[src/rtl/whack_pkg.sv]
// Shared types and constants for the whack-a-mole round controller.
package whack_pkg;

  typedef enum logic [2:0] {
    IDLE   = 3'd0,
    START  = 3'd1,
    PLAY   = 3'd2,
    PAUSED = 3'd3,
    OVER   = 3'd4
  } state_t;

  localparam int unsigned SCORE_W = 4;
  localparam int unsigned LIFE_W  = 4;
  localparam int unsigned LFSR_W  = 8;

  localparam logic [SCORE_W-1:0] SCORE_MAX = 4'd15;

  // x^8+x^6+x^5+x^4+1 as feedback taps on a left-shifting register
  localparam logic [LFSR_W-1:0] LFSR_TAPS = 8'hB8;

endpackage

[src/rtl/mole_lfsr.sv]
// Free-running LFSR folded into a hole index that never repeats the previous hole.
module mole_lfsr
  import whack_pkg::*;
#(
  parameter int unsigned NUM_HOLES = 9,
  parameter logic [LFSR_W-1:0] LFSR_SEED = 8'hA5,
  localparam int unsigned HOLE_W = $clog2(NUM_HOLES)
) (
  input  logic              clk,
  input  logic              rst,
  input  logic [HOLE_W-1:0] prev_pos,
  output logic [HOLE_W-1:0] next_pos
);

  logic [LFSR_W-1:0] lfsr_q;
  logic [HOLE_W-1:0] cand;
  logic [HOLE_W-1:0] folded;

  always_ff @(posedge clk or posedge rst) begin
    if (rst) begin
      lfsr_q <= LFSR_SEED;
    end else begin
      lfsr_q <= {lfsr_q[LFSR_W-2:0], ^(lfsr_q & LFSR_TAPS)};
    end
  end

  // One conditional subtract suffices since the raw candidate is below 2*NUM_HOLES
  always_comb begin
    cand   = lfsr_q[HOLE_W-1:0];
    folded = cand;
    if ({1'b0, cand} >= (HOLE_W+1)'(NUM_HOLES)) begin
      folded = cand - HOLE_W'(NUM_HOLES);
    end
    next_pos = folded;
    if (folded == prev_pos) begin
      next_pos = (folded == HOLE_W'(NUM_HOLES - 1)) ? '0 : folded + HOLE_W'(1);
    end
  end

endmodule

[src/rtl/whack_game_ctrl.sv]
// Round sequencer: timer control, mole spawn/retire, hit judging and score.
// Optional WHACK_MISS_PENALTY_EN: wrong hits during play cost one point.
module whack_game_ctrl
  import whack_pkg::*;
#(
  parameter int unsigned NUM_HOLES  = 9,
  parameter int unsigned MOLE_TICKS = 2,
  parameter logic [LFSR_W-1:0] LFSR_SEED = 8'hA5,
  localparam int unsigned HOLE_W = $clog2(NUM_HOLES)
) (
  input  logic                 clk,
  input  logic                 rst,
  input  logic                 start_pulse,
  input  logic                 pause_pulse,
  input  logic [NUM_HOLES-1:0] hit,
  input  logic                 tick,
  input  logic                 timer_done,
  output logic                 timer_rst,
  output logic                 timer_enable,
  output logic                 timer_pause,
  output logic [HOLE_W-1:0]    mole_pos,
  output logic                 mole_valid,
  output logic [SCORE_W-1:0]   score,
  output logic                 hit_ack,
  output logic                 game_over
);

  state_t             state_q, state_d;
  logic [LIFE_W-1:0]  life_q, life_d;
  logic [HOLE_W-1:0]  spawn_pos;
  logic               correct_hit;

  logic               timer_rst_d, timer_enable_d, timer_pause_d, game_over_d;
  logic               mole_valid_d, hit_ack_d;
  logic [HOLE_W-1:0]  mole_pos_d;
  logic [SCORE_W-1:0] score_d;

  mole_lfsr #(
    .NUM_HOLES (NUM_HOLES),
    .LFSR_SEED (LFSR_SEED)
  ) u_mole_lfsr (
    .clk      (clk),
    .rst      (rst),
    .prev_pos (mole_pos),
    .next_pos (spawn_pos)
  );

  assign correct_hit = mole_valid && ((hit & (NUM_HOLES'(1) << mole_pos)) != '0);

  always_ff @(posedge clk or posedge rst) begin
    if (rst) begin
      state_q      <= IDLE;
      life_q       <= '0;
      timer_rst    <= 1'b0;
      timer_enable <= 1'b0;
      timer_pause  <= 1'b0;
      mole_pos     <= '0;
      mole_valid   <= 1'b0;
      score        <= '0;
      hit_ack      <= 1'b0;
      game_over    <= 1'b0;
    end else begin
      state_q      <= state_d;
      life_q       <= life_d;
      timer_rst    <= timer_rst_d;
      timer_enable <= timer_enable_d;
      timer_pause  <= timer_pause_d;
      mole_pos     <= mole_pos_d;
      mole_valid   <= mole_valid_d;
      score        <= score_d;
      hit_ack      <= hit_ack_d;
      game_over    <= game_over_d;
    end
  end

  // Timer/status outputs follow the state being entered so they land one cycle after the event
  always_comb begin
    state_d      = state_q;
    life_d       = life_q;
    mole_pos_d   = mole_pos;
    mole_valid_d = mole_valid;
    score_d      = score;
    hit_ack_d    = 1'b0;

    unique case (state_q)
      IDLE: begin
        if (start_pulse) begin
          state_d      = START;
          score_d      = '0;
          mole_valid_d = 1'b0;
        end
      end
      START: begin
        state_d = PLAY;
      end
      PLAY: begin
        if (timer_done) begin
          state_d      = OVER;
          mole_valid_d = 1'b0;
        end else if (pause_pulse) begin
          state_d = PAUSED;
        end else if (correct_hit) begin
          score_d      = (score == SCORE_MAX) ? score : score + SCORE_W'(1);
          mole_valid_d = 1'b0;
          hit_ack_d    = 1'b1;
        end else begin
`ifdef WHACK_MISS_PENALTY_EN
          if ((hit != '0) && (score != '0)) begin
            score_d = score - SCORE_W'(1);
          end
`endif
          if (tick) begin
            if (mole_valid) begin
              life_d = life_q - LIFE_W'(1);
              if (life_q == LIFE_W'(1)) begin
                mole_valid_d = 1'b0;
              end
            end else begin
              mole_valid_d = 1'b1;
              mole_pos_d   = spawn_pos;
              life_d       = LIFE_W'(MOLE_TICKS);
            end
          end
        end
      end
      PAUSED: begin
        if (timer_done) begin
          state_d      = OVER;
          mole_valid_d = 1'b0;
        end else if (pause_pulse) begin
          state_d = PLAY;
        end
      end
      OVER: begin
        mole_valid_d = 1'b0;
        if (start_pulse) begin
          state_d = START;
          score_d = '0;
        end
      end
      default: begin
        state_d      = IDLE;
        mole_valid_d = 1'b0;
      end
    endcase

    timer_rst_d    = (state_d == START);
    timer_enable_d = (state_d == PLAY) || (state_d == PAUSED);
    timer_pause_d  = (state_d == PAUSED);
    game_over_d    = (state_d == OVER);
  end

endmodule

[config.mk]
export PLATFORM = sky130hd
export DESIGN_NAME = whack_game_ctrl
export DESIGN_NICKNAME = d
export VERILOG_FILES = /design/src/rtl/whack_pkg.sv /design/src/rtl/mole_lfsr.sv /design/src/rtl/whack_game_ctrl.sv
export SDC_FILE = /design/constraint.sdc
export NUM_CORES = 1
export LEC_CHECK = 0
export BUFFER_PORTS_ARGS = -buffer_cell sky130_fd_sc_hd__buf_2
export CAP_MARGIN = 10
export CORE_MARGIN = 1
export CORE_UTILIZATION = 45
export DETAILED_ROUTE_END_ITERATION = 12
export GPL_ROUTABILITY_DRIVEN = 0
export PLACE_DENSITY_LB_ADDON = 0.05
export SLEW_MARGIN = 40
export SYNTH_ARGS = -nofsm -noshare
export SYNTH_HDL_FRONTEND = slang
export SYNTH_HIERARCHICAL = 1
export SYNTH_SLANG_ARGS = --single-unit
[constraint.sdc]
create_clock -name clk -period 2.1 [get_ports clk]
set_input_delay 0.21 -clock clk [delete_from_list [all_inputs] [get_ports clk]]
set_output_delay 0.21 -clock clk [all_outputs]
set_load 0.05 [all_outputs]
# Word-level counts from Yosys, hierarchy flattened
# Cells that the tools add are included.
totals:
  regBits: 29
  wordCells: 84
  output_inout_bits: 14
op_classes:
  eq_ne: 21
  reduce_logical: 11
  n_mux: 29
  n_addsub: 4
  bitwise_logic: 6
  n_shift: 1
  order_cmp: 1
ops:
  columns: ["operator", "n"]
  rows:
  - ["$mux W4", 9]
  - ["$mux W3", 5]
  - ["$eq A3 B2 Y1 const B", 4]
  - ["$mux W1", 12]
  - ["$ne A2 B2 Y1 const B", 6]
  - ["$pmux W3 S4", 1]
  - ["$reduce_and A6 Y1", 2]
  - ["$reduce_and A5 Y1", 2]
  - ["$and A9 B9 Y9", 1]
  - ["$reduce_bool A9 Y1", 1]
  - ["$shl A1 B4 Y9 const A", 1]
  - ["$add A4 B1 Y4 const B", 2]
  - ["$eq A4 B4 Y1 const B", 2]
  - ["$pmux W4 S2", 1]
  - ["$reduce_xor A8 Y1", 1]
  - ["$eq A3 B1 Y1 const B", 2]
  - ["$eq A3 B3 Y1 const B", 2]
  - ["$not A1 Y1", 5]
  - ["$eq A4 B1 Y1 const B", 1]
  - ["$eq A4 B4 Y1", 1]
  - ["$ge A4 B4 Y1 const B", 1]
  - ["$ne A4 B4 Y1 const B", 1]
  - ["$pmux W1 S4", 1]
  - ["$sub A4 B1 Y4 const B", 1]
  - ["other kinds (8)", 8]

# Depth between registers and ports, before layout
# Gate-level depths: netlist of run 1.
depth:
  word_depth: 8
  mapped_depth: 9

# Cells and area by module
# Netlist of run 1, hierarchy kept.
by_module_without_submodules:
  columns: ["mod", "cells_per_inst", "seq_area_each_um2", "area_per_inst_um2", "instances"]
  rows:
  - ["whack_game_ctrl", 109, 525.5, 1104.8, 1]
  - ["mole_lfsr", 57, 205.2, 576.8, 1]

# Worst setup path before layout of run 1
# Ideal clock, no wire load.
synth_path:
  kind: "register -> register"
  start: "reg mole_pos[1]"
  end: "reg life_q[3]"
  path_slack_ps: -301
  arrival_ps: 2332
  required_time_ps: 2031
  path_stages_with_launch: 6
  period_less_slack_ps: 2401
  path_cell_list: "dfrtp_1 > mux2_4 > a32o_1 > or4_1 > or4_1 > nand3_1"
synth_via:
  elab_chain_cells: 6
synth_rtl:
  columns: ["element", "line_no", "rtl"]
  rows:
  - ["start: declaration", "whack_game_ctrl.sv:21", "output logic [HOLE_W-1:0] mole_pos,"]
  - ["start signal: assignment", "whack_game_ctrl.sv:68", "mole_pos <= mole_pos_d;"]
  - ["$shl A1 B4 Y9", "whack_game_ctrl.sv:48", "assign correct_hit = mole_valid && ((hit & (NUM_HOLES'(1) << mole_pos)) != '0);"]
  - ["$and A9 B9 Y9", "whack_game_ctrl.sv:48", null]
  - ["$reduce_bool A9 Y1", "whack_game_ctrl.sv:48", null]
  - ["$logic_and A1 B1 Y1", "whack_game_ctrl.sv:48", null]
  - ["$not A1 Y1 (no source line)", null, null]
  - ["$reduce_and A5 Y1 (no source line)", null, null]
  - ["end signal: assignment", "whack_game_ctrl.sv:64", "life_q <= life_d;"]
  - ["end: declaration", "whack_game_ctrl.sv:29", "logic [LIFE_W-1:0] life_q, life_d;"]
# Every way passes these cells.
# A chain may end at the register's enable or synchronous reset.

# Final worst setup path of run 1
layout_path:
  start: "reg u_mole_lfsr.lfsr_q[0]"
  end: "reg mole_pos[1]"
layout_via:
  elab_chain_cells: 5
  elab_cells_between_ends: 8
  cone_classes: "add/sub: 2; order compare: 1; eq/ne: 2; mux: 3"
layout_rtl:
  columns: ["element", "line_no", "rtl"]
  rows:
  - ["start: declaration", "mole_lfsr.sv:15", "logic [LFSR_W-1:0] lfsr_q;"]
  - ["start signal: assignment", "mole_lfsr.sv:23", "lfsr_q <= {lfsr_q[LFSR_W-2:0], ^(lfsr_q & LFSR_TAPS)};"]
  - ["$sub A4 B4 Y4 or $ge A4 B4 Y1 (tied branches)", "mole_lfsr.sv:32, mole_lfsr.sv:31", null]
  - ["$mux W4 *", "mole_lfsr.sv:31", "if ({1'b0, cand} >= (HOLE_W+1)'(NUM_HOLES)) begin"]
  - ["$add A4 B1 Y4 or $eq A4 B4 Y1 (tied branches)", "mole_lfsr.sv:36", "next_pos = (folded == HOLE_W'(NUM_HOLES - 1)) ? '0 : folded + HOLE_W'(1);"]
  - ["$mux W4", "mole_lfsr.sv:36", null]
  - ["$mux W4 *", "mole_lfsr.sv:35", "if (folded == prev_pos) begin"]
  - ["net spawn_pos[1]", "whack_game_ctrl.sv:30", "logic [HOLE_W-1:0] spawn_pos;"]
# The timed path passes the listed nets; every way through them passes the cells marked *.

==> flow_metrics.env, run 1 <==
export IMPL_fin_skew_ps=4.14
export IMPL_cp_cell_sequence="inv_2 -> ha_4 -> nand2_2 -> mux2_4 -> xor2_4 -> nor2_4 -> nand3b_1 -> mux2_4 -> mux2_4"
export IMPL_area_growth_pct=31.0
export IMPL_startpoint_type="flip-flop"
export IMPL_hold_depth=2
export IMPL_r2r_start="u_mole_lfsr/lfsr_q[0]$_DFF_PP1_"
export IMPL_max_stage_delay_ps=560
export IMPL_diodes=0
export IMPL_layout_common_cells="buf_2, dfrtp_1, nand2_1, buf_4, nor2b_1"
export IMPL_synth_top_flop_cell="dfrtp_1"
export IMPL_ys_types=52
export IMPL_hold_path_class="in -> reg"
export IMPL_period_minus_slack_ps=2310
export IMPL_drt_first_iter_violations=91
export IMPL_regToRegSetupSlack_ps=-210
export IMPL_post_route_period_util_pct=110
export IMPL_setup_worst_path_start="u_mole_lfsr/lfsr_q[0]$_DFF_PP1_"
export IMPL_yosys_warnings=6
export IMPL_fin_area_um2=2200
export IMPL_async_reset_ff_share_pct=100
export IMPL_die_y_um=63.1
export IMPL_yosysTopAreaCell="dfrtp_1"
export IMPL_ys_seq_area_share_pct=43.5
export IMPL_num_rows=21
export IMPL_numCtsBuffers=5
export IMPL_r2r_cells=9
export IMPL_synth_top_cell_area_share_pct=37.2
export IMPL_grt_overflow_total=0
export IMPL_port_buffers=28
export IMPL_initial_core_util_pct=48.5
export IMPL_finalMaxSlewViolations=0
export IMPL_grt_max_degree=14
export IMPL_grt_usage_pct=20.8
export IMPL_power_density_nw_per_um2=818
export IMPL_slew_headroom_pct=70.9
export IMPL_setup_viol=4
export IMPL_die_width_um=63.1
export IMPL_cap_viol_max_count=0
export IMPL_numClockSinks=29
export IMPL_drive_gt1_share_pct=39.6
export IMPL_dr_pass1_iters=4
export IMPL_cts_tree="done"
export IMPL_synth_edf_count=0
export IMPL_routed_wl_um=3720
export IMPL_path_class="reg -> reg"
export IMPL_antenna_found_initial=0
export IMPL_fin_setup_tns_ps=-578
export IMPL_path_clk_slew_ps=60
export IMPL_drc=0
export IMPL_postPlaceCellArea_um2=2020
export IMPL_clk_latency_ps=280
export IMPL_cp_num_buf_inv=1
export IMPL_boundaryPins=29
export IMPL_grt_setup_unrepaired="true"
export IMPL_finalCoreUtilization_pct=63.5
export IMPL_vias=1426
export IMPL_worst_slack_ps=-206
export IMPL_timing_hold_ws_ps=175
export IMPL_cp_end_kind="flip-flop"
export IMPL_multiInputGateArea_um2=995
export IMPL_layout_commonest_cell="buf_2"
export IMPL_max_freq_ghz=0.434
export IMPL_ir_worst_vdd_v=0.000382
export IMPL_avgSynthCellArea_um2=10.1
export IMPL_min_from="timer_done"
export IMPL_core_um2=3470
export IMPL_p_leak_uw=0.00107
export IMPL_synthCells=166
export IMPL_grt_pass1_vias=1403
export IMPL_hold_path_end="timer_pause$_DFF_PP0_"
export IMPL_cpMaxStageDelayCell="dfstp_2"
export IMPL_crit_top_cell="mux2_4"
export IMPL_avgViaCountPerCell=5.42
export IMPL_syn_area_um2=1680
export IMPL_status="complete, but fails checks"
export IMPL_cpLargestDelayFamily="multiplexers"
export IMPL_ff_latch_area_um2=737
export IMPL_dp_hpwl_um=2700
export IMPL_cts_root_buf="clkbuf_8"
export IMPL_hold_violations=0
export IMPL_tightest_slew_ps=431
export IMPL_fillers=301
export IMPL_cp_required_ps=2270
export IMPL_cp_arrival_ps=2470
export IMPL_ys_seq_elements=29
export IMPL_nets=236
export IMPL_failed_checks="negative setup slack"
export IMPL_wl_per_cell_um=14.1
export IMPL_die_area_um2=3990
export IMPL_cts_max_level=2
export IMPL_antenna_left=0
export IMPL_grt_pass1_wl_um=6340
export IMPL_clockBufferDepth=2
export IMPL_timing_rr_end="mole_pos[1]$_DFFE_PP0P_"
export IMPL_syn_nets=186
export IMPL_synthTopCellsByArea="dfrtp_1, dfstp_2, ha_1, nor2b_1, nand2_1"
export IMPL_crit_path_max_fanout=5
[routing by layer]
layer / part of all wire (%) / vias to the layer above / track usage, %
met4: 1.4 / 0 / 9.01
met2: 49 / 31 / 33.3
met1: 46 / 687 / 26.1
li1: - / 701 / -
met5: 0 / - / 0
met3: 3.4 / 7 / 5.62
[metrics by stage]
stage                     worst slack (ps)  power [uW]  instances
after CTS                             -167        1810        263
final                                 -206        1800        263
after global placement                -133        1270        253
after floorplan                       -128        1130        166
after global routing                  -251        1890        263
after detailed placement              -177        1280        253
[cell type report]
type | count | area share [%]
Inverter | 10 | 1.70
Tap cell | 46 | 2.61
Multi-Input combinational cell | 125 | 45.2
Clock buffer | 7 | 4.38
Timing Repair Buffer | 45 | 12.4
Clock inverter | 1 | 0.227
Sequential cell | 29 | 33.5
[registers in the layout, summed over array words and instances (netlist names)]
name,count
timer_enable,1
timer_rst,1
u_mole_lfsr/lfsr_q,8
score,4
mole_valid,1
hit_ack,1
state_q,3
game_over,1
timer_pause,1
mole_pos,4
life_q,4
[how the worst max path moves through the flow]
stage	end	slack, ps	cells after the start
2_1_floorplan	mole_pos[1]$_DFFE_PP0P_	-130	9
3_3_place_gp	mole_pos[1]$_DFFE_PP0P_	-130	9
3_5_place_dp	mole_pos[1]$_DFFE_PP0P_	-180	9
4_1_cts	mole_pos[1]$_DFFE_PP0P_	-170	9
5_1_grt	mole_pos[1]$_DFFE_PP0P_	-250	9
6_report	mole_pos[1]$_DFFE_PP0P_	-210	9
[synthesized netlist by cell type (2+ instances only)]
library cell	count
dfrtp_1	25
nand2_1	15
inv_1	10
nor2b_1	10
nor2_1	9
nand3b_1	7
ha_1	5
nand3_1	5
o21ai_0	5
a21oi_1	4
dfstp_2	4
mux2_2	4
nor4b_1	4
xnor2_1	4
a211oi_1	3
mux2i_1	3
o211ai_1	3
xor2_1	3
a2bb2oi_1	2
a31oi_1	2
a41oi_1	2
and2b_1	2
mux2_4	2
nor3_1	2
nor4bb_1	2
o21ai_1	2
or4_1	2
[timing repair]
| action | 4_1_cts | 5_1_grt |
|---|---|---|
| setup buffers | 1 | 0 |
| pin swaps | 9 | 7 |
| hold buffers | 1 | 0 |
| endpoints found under the setup margin | 7 | 13 |
| resized for setup | 8 | 6 |
| endpoints found under the hold margin | 15 | 0 |
| cloned | 0 | 0 |
[where the power goes]
| group | internal (uW) | switching, uW |
|---|---|---|
| registers | 642 | 93.8 |
| clock network | 296 | 210 |
| logic | 210 | 350 |
| total | 1150 | 654 |
[worst register-to-register path, cell delays in order, from the launching register on]
cell,delay [ps]
dfstp_2,560
inv_2,50
ha_4,170
nand2_2,70
mux2_4,340
xor2_4,180
nor2_4,140
nand3b_1,110
mux2_4,320
mux2_4,250
[cell families after synthesis]
kind of cell	share of synthesized area, %
AOI/OAI and AO/OA	12.9
xor gates and xnor gates	3.65
adders and majority gates	3.72
buffers and inverters	2.75
DFF	43.5
muxes	6.92
and+or+nand+nor	26.6
(Power assumes the default switching activity.)
==> inputs of run 2 (changes only) <==
--- a/config.mk
+++ b/config.mk
@@ -5,6 +5,7 @@
 export SDC_FILE = /design/constraint.sdc
 export NUM_CORES = 1
 export LEC_CHECK = 0
+export ABC_AREA = 1
 export BUFFER_PORTS_ARGS = -buffer_cell sky130_fd_sc_hd__buf_2
 export CAP_MARGIN = 10
 export CORE_MARGIN = 1
==> flow_metrics.env, run 2 <==
export IMPL_status="finished clean"
export IMPL_drive_gt1_share_pct=29.1
export IMPL_startpoint_type="flip-flop"
export IMPL_hold_depth=4
export IMPL_boundaryPins=29
export IMPL_syn_nets=249
export IMPL_die_width_um=66.0
export IMPL_drt_first_iter_violations=91
export IMPL_antenna_found_initial=0
export IMPL_diodes=0
export IMPL_dr_pass1_iters=4
export IMPL_cts_root_buf="clkbuf_8"
export IMPL_multiInputGateArea_um2=987
export IMPL_ir_worst_vdd_v=0.000513
export IMPL_grt_pass1_wl_um=6140
export IMPL_hold_path_class="in -> reg"
export IMPL_layout_common_cells="nand2_1, nand3_1, buf_2"
export IMPL_largest_register_ffs=8
export IMPL_nets=287
export IMPL_area_growth_pct=17.3
export IMPL_ys_seq_elements=29
export IMPL_grt_max_degree=22
export IMPL_routed_wl_um=3570
export IMPL_path_clk_slew_ps=70
export IMPL_ff_latch_area_um2=731
export IMPL_clk_latency_ps=280
export IMPL_avgViaCountPerCell=4.72
export IMPL_port_buffers=28
export IMPL_layout_commonest_cell="nand2_1"
export IMPL_initial_core_util_pct=48.5
export IMPL_vias=1493
export IMPL_syn_area_um2=1840
export IMPL_cts_max_level=2
export IMPL_async_reset_ff_share_pct=100
export IMPL_synthTopCellsByCount="nand2_1, nand3_1, dfrtp_1, inv_1, nor2_1"
export IMPL_ys_seq_area_share_pct=39.7
export IMPL_core_um2=3800
export IMPL_grt_overflow_total=0
export IMPL_max_freq_ghz=0.519
export IMPL_r2r_cells=12
export IMPL_yosysTopAreaCell="dfrtp_1"
export IMPL_setup_viol=0
export IMPL_cts_tree="done"
export IMPL_cp_end_kind="flip-flop"
export IMPL_post_route_period_util_pct=91.8
export IMPL_num_rows=22
export IMPL_ys_types=31
export IMPL_path_class="reg -> reg"
export IMPL_largest_register="u_mole_lfsr/lfsr_q"
export IMPL_finalMaxSlewViolations=0
export IMPL_crit_path_max_fanout=6
export IMPL_dp_cells=306
export IMPL_synth_edf_count=0
export IMPL_period_minus_slack_ps=1930
export IMPL_p_leak_uw=0.00115
export IMPL_dp_hpwl_um=2620
export IMPL_drc=0
export IMPL_max_stage_delay_ps=580
export IMPL_cp_required_ps=2270
export IMPL_synth_top_flop_cell="dfrtp_1"
export IMPL_slew_headroom_pct=69.9
export IMPL_clockBufferDepth=2
export IMPL_numClockSinks=29
export IMPL_numCtsBuffers=5
export IMPL_die_area_um2=4350
export IMPL_synthTopCellsByArea="dfrtp_1, nand2_1, nand3_1, dfstp_2, inv_1"
export IMPL_postPlaceCellArea_um2=2050
export IMPL_cpMaxStageDelayCell="dfstp_2"
export IMPL_synthCells=229
export IMPL_grt_pass1_vias=1380
export IMPL_grt_usage_pct=18.9
export IMPL_layout_cells_non_filler=316
export IMPL_wl_per_cell_um=11.3
export IMPL_cp_arrival_ps=2100
export IMPL_power_density_nw_per_um2=1160
export IMPL_yosys_warnings=6
export IMPL_antenna_left=0
export IMPL_crit_top_cell="nand2_1"
export IMPL_hold_violations=0
export IMPL_tightest_slew_ps=452
export IMPL_yosysMostFrequentCell="nand2_1"
export IMPL_cap_viol_max_count=0
export IMPL_fillers=361
export IMPL_cp_cell_sequence="inv_2 -> ha_2 -> nand3_4 -> nand3_2 -> nand3_1 -> nand2_1 -> nor2_4 -> nand2_2 -> nand2_1 -> o21ai_2 -> nor2_1 -> a21oi_1"
export IMPL_fin_skew_ps=9.73
export IMPL_die_y_um=66.0
export IMPL_avgSynthCellArea_um2=8.04
export IMPL_fin_area_um2=2160
export IMPL_synth_top_cell_area_share_pct=34.0
[run 2: changes by cell type after synthesis, moves of 5 or more]
| cell | previous run | this run |
|---|---|---|
| nand2_1 | 15 | 55 |
| nand3_1 | 5 | 30 |
| inv_1 | 10 | 24 |
| nor2b_1 | 10 | 0 |
| nor2_1 | 9 | 18 |
| inv_2 | 0 | 7 |
| nand2_2 | 1 | 7 |
| nand2_4 | 0 | 6 |
| nand4_1 | 1 | 6 |
| o21ai_0 | 5 | 0 |
[run 2: area by class of cell]
cell class	count	share of cell area, %
multi-input combinational	167	45.7
sequential	29	33.8
timing repair buffer	32	7.99
inverter	32	5.56
clock buffer	8	4.17
tap	48	2.78
[run 2: cell families (layout without fill, tap and decap cells)]
| family | Yosys count | in the layout | synth area share (%) |
|---|---|---|---|
| simple gates | 142 | 142 | 42.3 |
| buf+inv | 33 | 72 | 7.13 |
| flops | 29 | 29 | 39.7 |
| compound gates | 14 | 14 | 4.69 |
| xor+xnor | 6 | 6 | 2.85 |
| fa+ha+maj | 5 | 5 | 3.40 |
[run 2: what timing repair did]
item,4_1_cts,5_1_grt
endpoints found under the hold margin,25,0
buffers inserted,0,1
setup endpoints to repair,0,4
resized for setup,0,2
hold buffers,1,0
[run 2: path summary, 6_finish.rpt]
check	start	end	slack, ps
hold / removal	pause_pulse	timer_pause$_DFF_PP0_	240
min in group asynchronous	rst	u_mole_lfsr/lfsr_q[1]$_DFF_PP0_	410
setup reg to reg	u_mole_lfsr/lfsr_q[0]$_DFF_PP1_	mole_pos[0]$_DFFE_PP0P_	170
hold reg to reg	u_mole_lfsr/lfsr_q[6]$_DFF_PP0_	u_mole_lfsr/lfsr_q[7]$_DFF_PP1_	350
max in group asynchronous	rst	game_over$_DFF_PP0_	1370
setup / recovery	u_mole_lfsr/lfsr_q[0]$_DFF_PP1_	mole_pos[0]$_DFFE_PP0P_	170
[run 2: through the flow]
| step | util [%] | setup TNS, ps | setup slack, ps | total power (uW) | hold slack [ps] |
|---|---|---|---|---|---|
| 3_3_place_gp | 53.9 | 0 | 141 | 2040 | 171 |
| 3_5_place_dp | 53.9 | 0 | 88.0 | 2050 | 174 |
| 6_report | 56.9 | 0 | 173 | 2510 | 237 |
| 5_1_grt | 56.9 | -2.39 | -2.39 | 2710 | 247 |
| 4_1_cts | 56.5 | 0 | 89.3 | 2550 | 233 |
| 2_1_floorplan | - | 0 | 236 | 1800 | 22.8 |
[run 2: routing by layer]
metal | GRT usage [%] | vias up | part of all wire (%) | routed length (um)
li1 | - | 807 | - | -
met1 | 26.5 | 654 | 53 | 1890
met2 | 27.8 | 26 | 42 | 1500
met3 | 4.66 | 6 | 3.5 | 124
met4 | 7.18 | 0 | 1.5 | 54
met5 | 0 | - | 0 | 0
[run 2: power breakdown]
group          leakage, uW  internal, uW  switching (uW)  total, uW
Clock            0.0000455           267             213        480
Combinational     0.000735           348             788       1140
Sequential        0.000368           707             190        897
Total              0.00115          1320            1190       2510
[run 2: worst max-delay path: cells and delay by family, from the launching register on]
family	cells	cell delay, ps
AND/OR/NAND/NOR	8	840
flip-flops	1	580
adder cells (fa/ha/maj)	1	220
AO/OA/AOI/OAI	2	100
buffers and inverters	1	70
